--- src/rtl/core_clk_pll_pkg.sv ---
// core_clk_pll_pkg
//   Shared types and widths for the core clock PLL reset controller.
//   pll_state_e : supervisor FSM states
//   RETRY_W     : width of the retry counter output
//   CNT_W       : shared counter width for the default cycle parameters
//   cnt_width() : counter width for an arbitrary parameter set
package core_clk_pll_pkg;

    typedef enum logic [2:0] {
        PLL_RST,
        WAIT_LOCK,
        STABLE,
        RUN,
        FAIL
    } pll_state_e;

    localparam int RETRY_W = 4;

    // One counter serves every timed state, so it is sized for the longest
    // interval. Each terminal compare is against N-1, so $clog2(N) bits suffice.
    function automatic int cnt_width(input int a, input int b, input int c);
        int m;
        m = a;
        if (b > m) m = b;
        if (c > m) m = c;
        return (m < 2) ? 1 : $clog2(m);
    endfunction

    localparam int CNT_W = cnt_width(16, 1024, 100000);

endpackage

--- src/rtl/core_clk_pll_sync2.sv ---
// core_clk_pll_sync2
//   Two-flop synchroniser for a single asynchronous level.
//   clk : destination clock
//   rst : synchronous active-high reset, both flops clear to 0
//   d   : asynchronous input
//   q   : synchronised output, two clk edges behind d
module core_clk_pll_sync2 (
    input  logic clk,
    input  logic rst,
    input  logic d,
    output logic q
);

    logic meta;

    always_ff @(posedge clk) begin
        if (rst) begin
            meta <= 1'b0;
            q    <= 1'b0;
        end else begin
            meta <= d;
            q    <= meta;
        end
    end

endmodule

--- src/rtl/core_clk_pll_reset_ctrl.sv ---
// core_clk_pll_reset_ctrl
//   Supervises the core clock PLL from the board reference clock: pulses the
//   PLL reset, waits for lock with a timeout and bounded retries, requires the
//   lock to hold for a stable window before releasing the core reset, and
//   re-sequences the PLL if lock drops while running.
//   refclk     : 100 MHz reference clock (also the PLL input clock)
//   rst        : synchronous active-high reset
//   pll_locked : PLL lock indicator, asynchronous to refclk
//   pll_rst    : PLL reset drive
//   user_rst   : core reset, held until the lock is proven stable
//   ready      : high only while running
//   lock_lost  : single-cycle pulse when lock drops while running
//   fail       : sticky, retries exhausted; cleared only by rst
//   retry_cnt  : lock timeouts since the last time the core was released
module core_clk_pll_reset_ctrl
    import core_clk_pll_pkg::*;
#(
    parameter int RST_PULSE_CYCLES    = 16,
    parameter int LOCK_STABLE_CYCLES  = 1024,
    parameter int LOCK_TIMEOUT_CYCLES = 100000,
    parameter int MAX_RETRIES         = 7
) (
    input  logic               refclk,
    input  logic               rst,
    input  logic               pll_locked,
    output logic               pll_rst,
    output logic               user_rst,
    output logic               ready,
    output logic               lock_lost,
    output logic               fail,
    output logic [RETRY_W-1:0] retry_cnt
);

    localparam int CW = cnt_width(RST_PULSE_CYCLES, LOCK_STABLE_CYCLES, LOCK_TIMEOUT_CYCLES);

    localparam logic [CW-1:0]      RST_LAST    = CW'(RST_PULSE_CYCLES - 1);
    localparam logic [CW-1:0]      STABLE_LAST = CW'(LOCK_STABLE_CYCLES - 1);
    localparam logic [CW-1:0]      TO_LAST     = CW'(LOCK_TIMEOUT_CYCLES - 1);
    localparam logic [RETRY_W-1:0] RETRY_MAX   = RETRY_W'(MAX_RETRIES);

    pll_state_e         state, state_nxt;
    logic [CW-1:0]      cnt;
    logic [RETRY_W-1:0] retry_nxt;
    logic               locked_s;
    logic               pll_rst_nxt, user_rst_nxt, ready_nxt, lock_lost_nxt, fail_nxt;

    core_clk_pll_sync2 u_lock_sync (
        .clk (refclk),
        .rst (rst),
        .d   (pll_locked),
        .q   (locked_s)
    );

    always_comb begin
        state_nxt = state;
        retry_nxt = retry_cnt;
        unique case (state)
            PLL_RST: begin
                if (cnt == RST_LAST) state_nxt = WAIT_LOCK;
            end
            WAIT_LOCK: begin
                // Lock seen on the timeout cycle wins over the retry.
                if (locked_s) begin
                    state_nxt = STABLE;
                end else if (cnt == TO_LAST) begin
                    if (retry_cnt == RETRY_MAX) begin
                        state_nxt = FAIL;
                    end else begin
                        retry_nxt = retry_cnt + RETRY_W'(1);
                        state_nxt = PLL_RST;
                    end
                end
            end
            STABLE: begin
                // A dropout restarts the lock wait with a full timeout but is
                // not a retry: the PLL did lock, it just was not clean yet.
                if (!locked_s)                state_nxt = WAIT_LOCK;
                else if (cnt == STABLE_LAST)  state_nxt = RUN;
            end
            RUN: begin
                if (!locked_s) state_nxt = PLL_RST;
            end
            FAIL: begin
                state_nxt = FAIL;
            end
            default: state_nxt = PLL_RST;
        endcase

        if (state_nxt == RUN) retry_nxt = '0;

        // Outputs decode the next state so they change on the same edge as the
        // state register rather than one cycle later.
        pll_rst_nxt   = (state_nxt == PLL_RST) || (state_nxt == FAIL);
        user_rst_nxt  = (state_nxt != RUN);
        ready_nxt     = (state_nxt == RUN);
        lock_lost_nxt = (state == RUN) && (state_nxt == PLL_RST);
        fail_nxt      = (state_nxt == FAIL);
    end

    always_ff @(posedge refclk) begin
        if (rst) begin
            state     <= PLL_RST;
            cnt       <= '0;
            pll_rst   <= 1'b1;
            user_rst  <= 1'b1;
            ready     <= 1'b0;
            lock_lost <= 1'b0;
            fail      <= 1'b0;
            retry_cnt <= '0;
        end else begin
            state     <= state_nxt;
            // Counter wraps harmlessly in RUN/FAIL where it is never compared.
            cnt       <= (state_nxt != state) ? '0 : cnt + CW'(1);
            pll_rst   <= pll_rst_nxt;
            user_rst  <= user_rst_nxt;
            ready     <= ready_nxt;
            lock_lost <= lock_lost_nxt;
            fail      <= fail_nxt;
            retry_cnt <= retry_nxt;
        end
    end

endmodule
--- config.mk ---
export PLATFORM = sky130hd
export DESIGN_NAME = core_clk_pll_reset_ctrl
export DESIGN_NICKNAME = d
export VERILOG_FILES = /design/src/rtl/core_clk_pll_pkg.sv /design/src/rtl/core_clk_pll_sync2.sv /design/src/rtl/core_clk_pll_reset_ctrl.sv
export SDC_FILE = /design/constraint.sdc
export NUM_CORES = 1
export LEC_CHECK = 0
export ABC_CLOCK_PERIOD_IN_PS = 5320
export BUFFER_PORTS_ARGS = -buffer_cell sky130_fd_sc_hd__buf_2
export CORE_UTILIZATION = 30
export DETAILED_ROUTE_END_ITERATION = 12
export GPL_TIMING_DRIVEN = 0
export HOLD_SLACK_MARGIN = 0.15
export SLEW_MARGIN = 20
export SYNTH_ARGS = -nofsm -noshare
export SYNTH_HDL_FRONTEND = slang
export SYNTH_SLANG_ARGS = --single-unit
export TNS_END_PERCENT = 5
--- constraint.sdc ---
create_clock -name refclk -period 5.32 [get_ports refclk]
set_clock_uncertainty 0.15 [all_clocks]
set_input_delay 0.266 -clock refclk [delete_from_list [all_inputs] [get_ports refclk]]
set_output_delay 0.266 -clock refclk [all_outputs]
set_load 0.005 [all_outputs]
# == Word level (Yosys, flattened, before mapping) ==
# Cells that the tools add are included.
# op_classes
add_sub_neg,2
eq_ne,12
n_mux,8
n_bitwise,2
n_reduce_logical,7
# op_table
op,count
$mux 3,7
$add 17x1->17 const B,1
$eq 17x10->1 const B,1
$eq 17x17->1 const B,1
$eq 17x4->1 const B,1
$pmux 3 s5,1
$eq 3x2->1 const B,3
$eq 3x3->1 const B,2
$logic_not 3->1,2
$add 4x1->4 const B,1
$eq 4x3->1 const B,1
$reduce_and 4->1,1
$reduce_or 2->1,2
$eq 3x1->1 const B,1
$ne 3x2->1 const B,1
$ne 3x3->1,1
$not 1->1,2
$logic_and 1x1->1,1
$logic_or 1x1->1,1
# totals
regBits,31
in_bits,3
wordCells,41

# == Logic depth before layout (Yosys ltp) ==
# Gate-level depths: netlist of run 1.
# logic_depth
ltp_word,7
ltp_mapped,7
mapped_depth_nobuf,6

# == Hierarchy ==
# A second synthesis of run 1 with hierarchy kept.
# hier_totals
hier_cells,154
area_unflattened_um2,1393.8
# by_module_without_submodules
module,n_inst,cells_per_inst,area_each_um2,seq_area_each_um2
core_clk_pll_reset_ctrl,1,150,1341.3,580.6
core_clk_pll_sync2,1,4,52.6,40.0

# == Worst setup path before layout of run 1 ==
# No wires, ideal clock.
# synth_timing
path_kind,reg2reg
start,register cnt[11]
end,register cnt[15]
setup_ns,0.130
arrival_ns,1.785
required_time_ns,5.040
setup_slack_ns,3.256
stages_incl_launch_ff,7
path_buffers,1
cell_sequence,dfxtp_1 or4_4 nor4_4 o22ai_2 o21ba_2 buf_4 nor3_1
# synth_between
elab_chain_len,6
elab_cells_between_ends,12
classes_between,add/sub (1); eq/ne (4); mux (6); reduce/logical (1)
# synth_lines
element,line_no,text
from (decl),core_clk_pll_reset_ctrl.sv:42,logic [CW-1:0] cnt;
from (signal assigned),core_clk_pll_reset_ctrl.sv:113,cnt <= (state_nxt != state) ? '0 : cnt + CW'(1);
$eq 17x10->1 / $eq 17x17->1 (equally long branches),"core_clk_pll_reset_ctrl.sv:78, core_clk_pll_reset_ctrl.sv:65",
"$mux 3, on equally long branches","core_clk_pll_reset_ctrl.sv:78, core_clk_pll_reset_ctrl.sv:65",
"$mux 3, on equally long branches","core_clk_pll_reset_ctrl.sv:77, core_clk_pll_reset_ctrl.sv:63",
$pmux 3 s5,core_clk_pll_reset_ctrl.sv:57,unique case (state)
$ne 3x3->1,core_clk_pll_reset_ctrl.sv:113,
$reduce_or 2->1 (no line),n/a,
# Parallel ways exist; a longest one is shown, timed or not.
# A chain may end at the register's enable or synchronous reset.

# == Worst setup path in the final report of run 1 ==
# layout_timing
start,register cnt[11]
end,register cnt[0]
# layout_between
elab_chain_len,6
elab_cells_between_ends,11
classes_between,eq/ne (4); mux (6); reduce/logical (1)
# layout_lines
element,line_no
$eq 17x10->1 / $eq 17x17->1 (equally long branches),"core_clk_pll_reset_ctrl.sv:78, core_clk_pll_reset_ctrl.sv:65"
"$mux 3, on equally long branches","core_clk_pll_reset_ctrl.sv:78, core_clk_pll_reset_ctrl.sv:65"
"$mux 3, on equally long branches","core_clk_pll_reset_ctrl.sv:77, core_clk_pll_reset_ctrl.sv:63"
$pmux 3 s5 *,core_clk_pll_reset_ctrl.sv:57
$ne 3x3->1 *,core_clk_pll_reset_ctrl.sv:113
$reduce_or 2->1 (no line) *,n/a
# Mark *: on every way between the ends. The rest lies on a longest branch, timed or not.

==> results of run 1 <==
==> final timing paths <==
kind	startpoint	end	slack [ns]	cells after the start
max	cnt[11]	cnt[0]	3.07	6
max reg2reg	cnt[11]	cnt[0]	3.07	6
min reg2reg	u_lock_sync.meta	u_lock_sync.q	0.29	1
min	u_lock_sync.meta	u_lock_sync.q	0.29	1
==> layer usage <==
metal	share of wire, %	vias to the layer above	global-route usage [%]	routed length [um]
met4	2.5	0	6.67	70
met5	0	-	0	0
met1	51	526	16.4	1410
met2	42	18	17.3	1160
li1	-	589	-	-
met3	3.7	6	4.70	102
==> flip-flops by register name, summed over array words and instances, names as in the netlist <==
signal	cells
cnt	17
retry_cnt	4
state	3
fail	1
lock_lost	1
pll_rst	1
ready	1
u_lock_sync.meta	1
u_lock_sync.q	1
user_rst	1
==> final cells by class <==
type,instances,area share (%)
sequential,31,36.6
buffer,5,1.33
tap,52,3.84
clock buffer,6,4.87
clock inverter,2,2.07
multi-input combinational,114,45.6
timing repair buffer,14,5.02
inverter,3,0.665
==> power groups by stage <==
stage	sequential [mW]	combinational, mW	clock [mW]
finish	0.237	0.0121	0.242
global route	0.237	0.0134	0.259
CTS	0.237	0.0122	0.248
detailed placement	0.242	0.0105	0
global placement	0.242	0.0105	0
floorplan	0.241	0.00751	0
==> cells in the final DEF (no fill, tap or decap), drive strengths merged, types with 2 or more instances in the layout <==
master,n
nand3,7
nand4,8
o21ai,2
or4b,2
and3,2
dfxtp,31
a21oi,4
xor2,7
nand2b,2
nor2b,3
nor3b,2
and2,2
clkbuf,9
nor4,4
xnor2,7
o22ai,2
nand2,8
nor2,14
buf,13
mux2i,3
and4,3
ha,2
dlygate4sd3,3
or3,2
inv,3
or2,3
nor3,18
==> cells by family (layout without fill, tap and decap cells) <==
logic type               count (synthesis)  after routing  synth area share (%)
AND/OR/NAND/NOR                         83             83                  35.2
flip-flops                              31             31                  43.5
XOR/XNOR                                14             14                  8.60
AO/OA/AOI/OAI                           12             12                  6.49
buffers and inverters                    8             30                  2.37
multiplexers                             3              3                  2.11
adder cells (fa/ha/maj)                  2              2                  1.75
==> worst reg2reg max path, stage by stage (launching register included) <==
cell and delay (ns):
dfxtp_1 0.35, or4_4 0.57, nor4_4 0.42, o22ai_2 0.15, o21ba_2 0.25, buf_4 0.17
nor3_1 0.07
==> through the flow <==
step	power, mW	hold slack, ns
6_report	0.491	0.289
3_5_place_dp	0.253	0.270
2_1_floorplan	0.249	0.188
5_1_grt	0.509	0.310
3_3_place_gp	0.253	0.267
4_1_cts	0.497	0.286
==> impl_metrics.yaml, run 1 <==
sta:
  tightest_slew_ns: 0.554
  fin_crit_ns: 2.25
  setup_tns_ns: 0
  setup_viol: 0
  relSlewSlack_pct: 62.5
  finalHoldViolCount: 0
  drv_slew: 0
  rsz0062_at_grt: "false"
  fmax_ghz: 0.444
  timing.final.ws_setup_ns: 3.07
  final.period_utilization_pct: 42.4
power:
  intPower_uw: 392
  clockPowerShare_pct: 49.3
  power_leakage_nw: 0.624
  power_switching_share_pct: 20.2
  seqPwrFrac_pct: 48.3
  p_sw_uw: 99.3
  power_density_nw_per_um2: 290
  vdd_drop_max_mv: 0.201
  p_comb_share_pct: 2.5
finish:
  final_nets: 179
  antenna_cells: 0
  area_growth_pct: 18.8
  multi_input_area_sq_um: 772
  stdcell_count: 227
  drive_gt1_share_pct: 20.6
  regArea_sq_um: 621
  fin_util_pct: 37.9
  final_cell_area_sq_um: 1690
  fillCellCount: 468
drt:
  totalWireLength_mm: 2.75
  wl_per_cell_um: 12.1
  vias: 1139
  viasPerCell: 5.02
  first_iter_violations: 41
  remaining_drc_errors: 0
  drtPass1Iterations: 5
  ant_nets: 0
clock_network:
  worstSkewPairLatency_ns: 0.29
  cts_sinks: 31
  cts-hold-fix-buffers: 3
  cts_tree: "built"
  cts-resized-gates: 0
  post_cts.repair.setup_buffers: 0
  clockBufferDepth: 2
  cts-root-buf: "clkbuf_8"
  clk_pin_slew_ns: 0.07
  htree_num_levels: 2
  cts_buffers: 5
yosys:
  yosysMostFrequentCell: "dfxtp_1"
  async_flop_share_pct: 0
  yosysTopAreaCellShare_pct: 43.5
  synth_commonest_cells: "dfxtp_1 (31), nor2_1 (14), nor3_1 (14)"
  ys_warn_count: 0
  netlist_area_sq_um: 1430
  syn_area_per_cell_sq_um: 9.32
  seq_area_frac_synth_pct: 43.5
  yosys.area.top_type: "dfxtp_1"
  synthCells: 153
  yosys-top-cells-area: "dfxtp_1 (44%), nor3_1 (4.9%), xnor2_1 (4.3%), xor2_1 (4.3%), nor2_1 (3.7%)"
  ys_types: 40
  synth-main-ff-cell: "dfxtp_1"
  yosys_register_bits: 31
  synth_edf_count: 0
  synth_fp_nets: 158
critical_path:
  cp.required_ns: 5.33
  slowest_delay_ns: 0.57
  path_cells: "or4_4 > nor4_4 > o22ai_2 > o21ba_2 > buf_4 > nor3_1"
  endpoint_kind: "flip-flop"
  slowest_stage: "or4_4"
  crit_family: "simple AND/OR/NAND/NOR gates"
  crit_arrival_ns: 2.26
  crit_fanout: 10
  cp-start-kind: "flip-flop"
  crit_buf_inv: 1
  crit_type: "flip-flop to flip-flop"
place:
  dp_cells: 216
  post-place-ws_ns: 3.07
  hpwl_mm: 1.93
  placed_area_sq_um: 1550
  io_buffer_count: 11
  place.gp.congestion: 0.737
global_routing:
  grt_pass1_vias: 1050
  antenna_found_initial: 0
  grt_pass1_wl_mm: 4.75
  globalRouteOverflowTotal: 0
  grt_max_degree: 11
  grt_use_total_pct: 12.4
floorplanning:
  die_w_um: 71.0
  io_pins: 12
  rows: 24
  initial_core_util_pct: 31.9
  floorplan.die_area_sq_um: 5030
  die_y_um: 71.0
  core-area_sq_um: 4470
run:
  drv_cap: 0
min_path:
  hold_path_class: "flip-flop to flip-flop"
run_status:
  status: "complete, no violations"
Power figures use the tool's default switching activity.
==> run 2, diff against run 1 <==
- ABC_CLOCK_PERIOD_IN_PS: 5320 -> 2320
- clock period: 5.32 -> 2.32 ns (I/O delays scaled with it)
==> run 2 against run 1 <==
Effect of this change:
- core utilization is 0.28 points higher
- non-clock buffer count unchanged
- routed wire length rose by 0.65%
- critical endpoint unchanged
- flip-flop and latch count is the same
- cell count unchanged
- largest cell class unchanged
- die area unchanged
==> impl_metrics.yaml, run 2 (synthesis results as in run 1) <==
clock_network:
  cts_sinks: 31
  cts_buffers: 5
  htree_num_levels: 2
  worstSkewPairLatency_ns: 0.29
  cts_tree: "built"
  post_cts.repair.setup_buffers: 0
  clockBufferDepth: 2
  clk_pin_slew_ns: 0.07
  cts-root-buf: "clkbuf_8"
finish:
  final_common_cell: "dfxtp_1"
  final_nets: 179
  final_cell_area_sq_um: 1710
  mostFrequentLayoutCells: "dfxtp_1 (28), nor2_1 (14), nor3_1 (13)"
  antenna_cells: 0
  area_growth_pct: 19.6
  top_regs: "cnt (17), retry_cnt (4), state (3)"
  largest_reg_flops: 17
  drive_gt1_share_pct: 22.9
  top_register: "cnt"
global_routing:
  grt_use_total_pct: 12.4
  globalRouteOverflowTotal: 0
  grt_pass1_wl_mm: 4.75
  grt_max_degree: 11
  grt_pass1_vias: 1050
  antenna_found_initial: 0
sta:
  fin_crit_ns: 2.20
  drv_slew: 0
  relSlewSlack_pct: 62.5
  setup_viol: 0
  final.period_utilization_pct: 95.0
  fmax_ghz: 0.454
  rsz0062_at_grt: "false"
  setup_tns_ns: 0
  tightest_slew_ns: 0.555
  finalHoldViolCount: 0
run:
  drv_cap: 0
critical_path:
  crit_fanout: 10
  slowest_stage: "or4b_4"
  slowest_delay_ns: 0.56
  crit_family: "simple AND/OR/NAND/NOR gates"
  crit_arrival_ns: 2.21
  crit_buf_inv: 1
  path_cells: "or4b_4 > nor4_4 > o22ai_2 > o21ba_2 > buf_6 > nor3_1"
  endpoint_kind: "flip-flop"
  cp-start-kind: "flip-flop"
  crit_type: "flip-flop to flip-flop"
  cp.required_ns: 2.32
run_status:
  status: "complete, no violations"
floorplanning:
  die_y_um: 71.0
  io_pins: 12
  rows: 24
  initial_core_util_pct: 31.9
  floorplan.die_area_sq_um: 5030
  core-area_sq_um: 4470
  die_w_um: 71.0
drt:
  wl_per_cell_um: 12.2
  totalWireLength_mm: 2.77
  first_iter_violations: 47
  viasPerCell: 5.01
  drtPass1Iterations: 4
  vias: 1138
  remaining_drc_errors: 0
  ant_nets: 0
power:
  vdd_drop_max_mv: 0.458
  power_density_nw_per_um2: 658
  power_leakage_nw: 0.627
place:
  placed_area_sq_um: 1550
  place.gp.congestion: 0.737
  hpwl_mm: 1.93
  io_buffer_count: 11
min_path:
  hold_path_class: "flip-flop to flip-flop"
## run 2: area by class of cell
cell class,count,area [sq um]
Clock inverter,2,35.0
Fill cell,467,2770
Timing Repair Buffer,14,85.1
Clock buffer,6,82.6
Tap cell,52,65.1
Sequential cell,31,624
Buffer,5,26.3
Multi-Input combinational cell,114,777
Inverter,3,11.3
## run 2: layer usage
layer | up-vias | part of all wire, % | track usage, % | wire length [um]
li1 | 593 | - | - | -
met3 | 6 | 3.6 | 4.70 | 100
met4 | 0 | 2.5 | 6.67 | 70
met2 | 17 | 42 | 17.3 | 1180
met5 | - | 0 | 0 | 0
met1 | 522 | 51 | 16.4 | 1420
## run 2: worst paths after layout
| path | startpoint | slack [ns] | end | cells after the start |
|---|---|---|---|---|
| max | cnt[5] | 0.12 | cnt[0] | 6 |
| min | u_lock_sync.meta | 0.29 | u_lock_sync.q | 1 |
| max reg2reg | cnt[5] | 0.12 | cnt[0] | 6 |
| min reg2reg | u_lock_sync.meta | 0.29 | u_lock_sync.q | 1 |
## run 2: power by group
| part | switching (mW) | internal [mW] |
|---|---|---|
| registers | 0.00521 | 0.538 |
| clock network | 0.205 | 0.347 |
| logic | 0.0152 | 0.0125 |
## run 2: stage by stage
step / setup slack, ns / power [mW] / util (%) / hold slack (ns) / cells
2_1_floorplan: 0.256 / 0.571 / - / 0.0376 / 153
3_3_place_gp: 0.0862 / 0.579 / 34.6 / 0.177 / 216
3_5_place_dp: 0.0707 / 0.579 / 34.6 / 0.184 / 216
4_1_cts: 0.0579 / 1.14 / 37.9 / 0.286 / 227
5_1_grt: 0.0111 / 1.17 / 38.1 / 0.310 / 227
6_report: 0.116 / 1.12 / 38.1 / 0.289 / 227
## run 2: worst reg2reg max path, cell delays in order (launching register included)
cell and delay, ns:
dfxtp_2 0.34, or4b_4 0.56, nor4_4 0.42, o22ai_2 0.16, o21ba_2 0.26, buf_6 0.14
nor3_1 0.06
## run 2: what timing repair did
item / CTS / global route
endpoints found under the hold margin: 4 / 0
hold buffers: 3 / 0
gates resized for setup: 0 / 5
setup endpoints to repair: 0 / 14
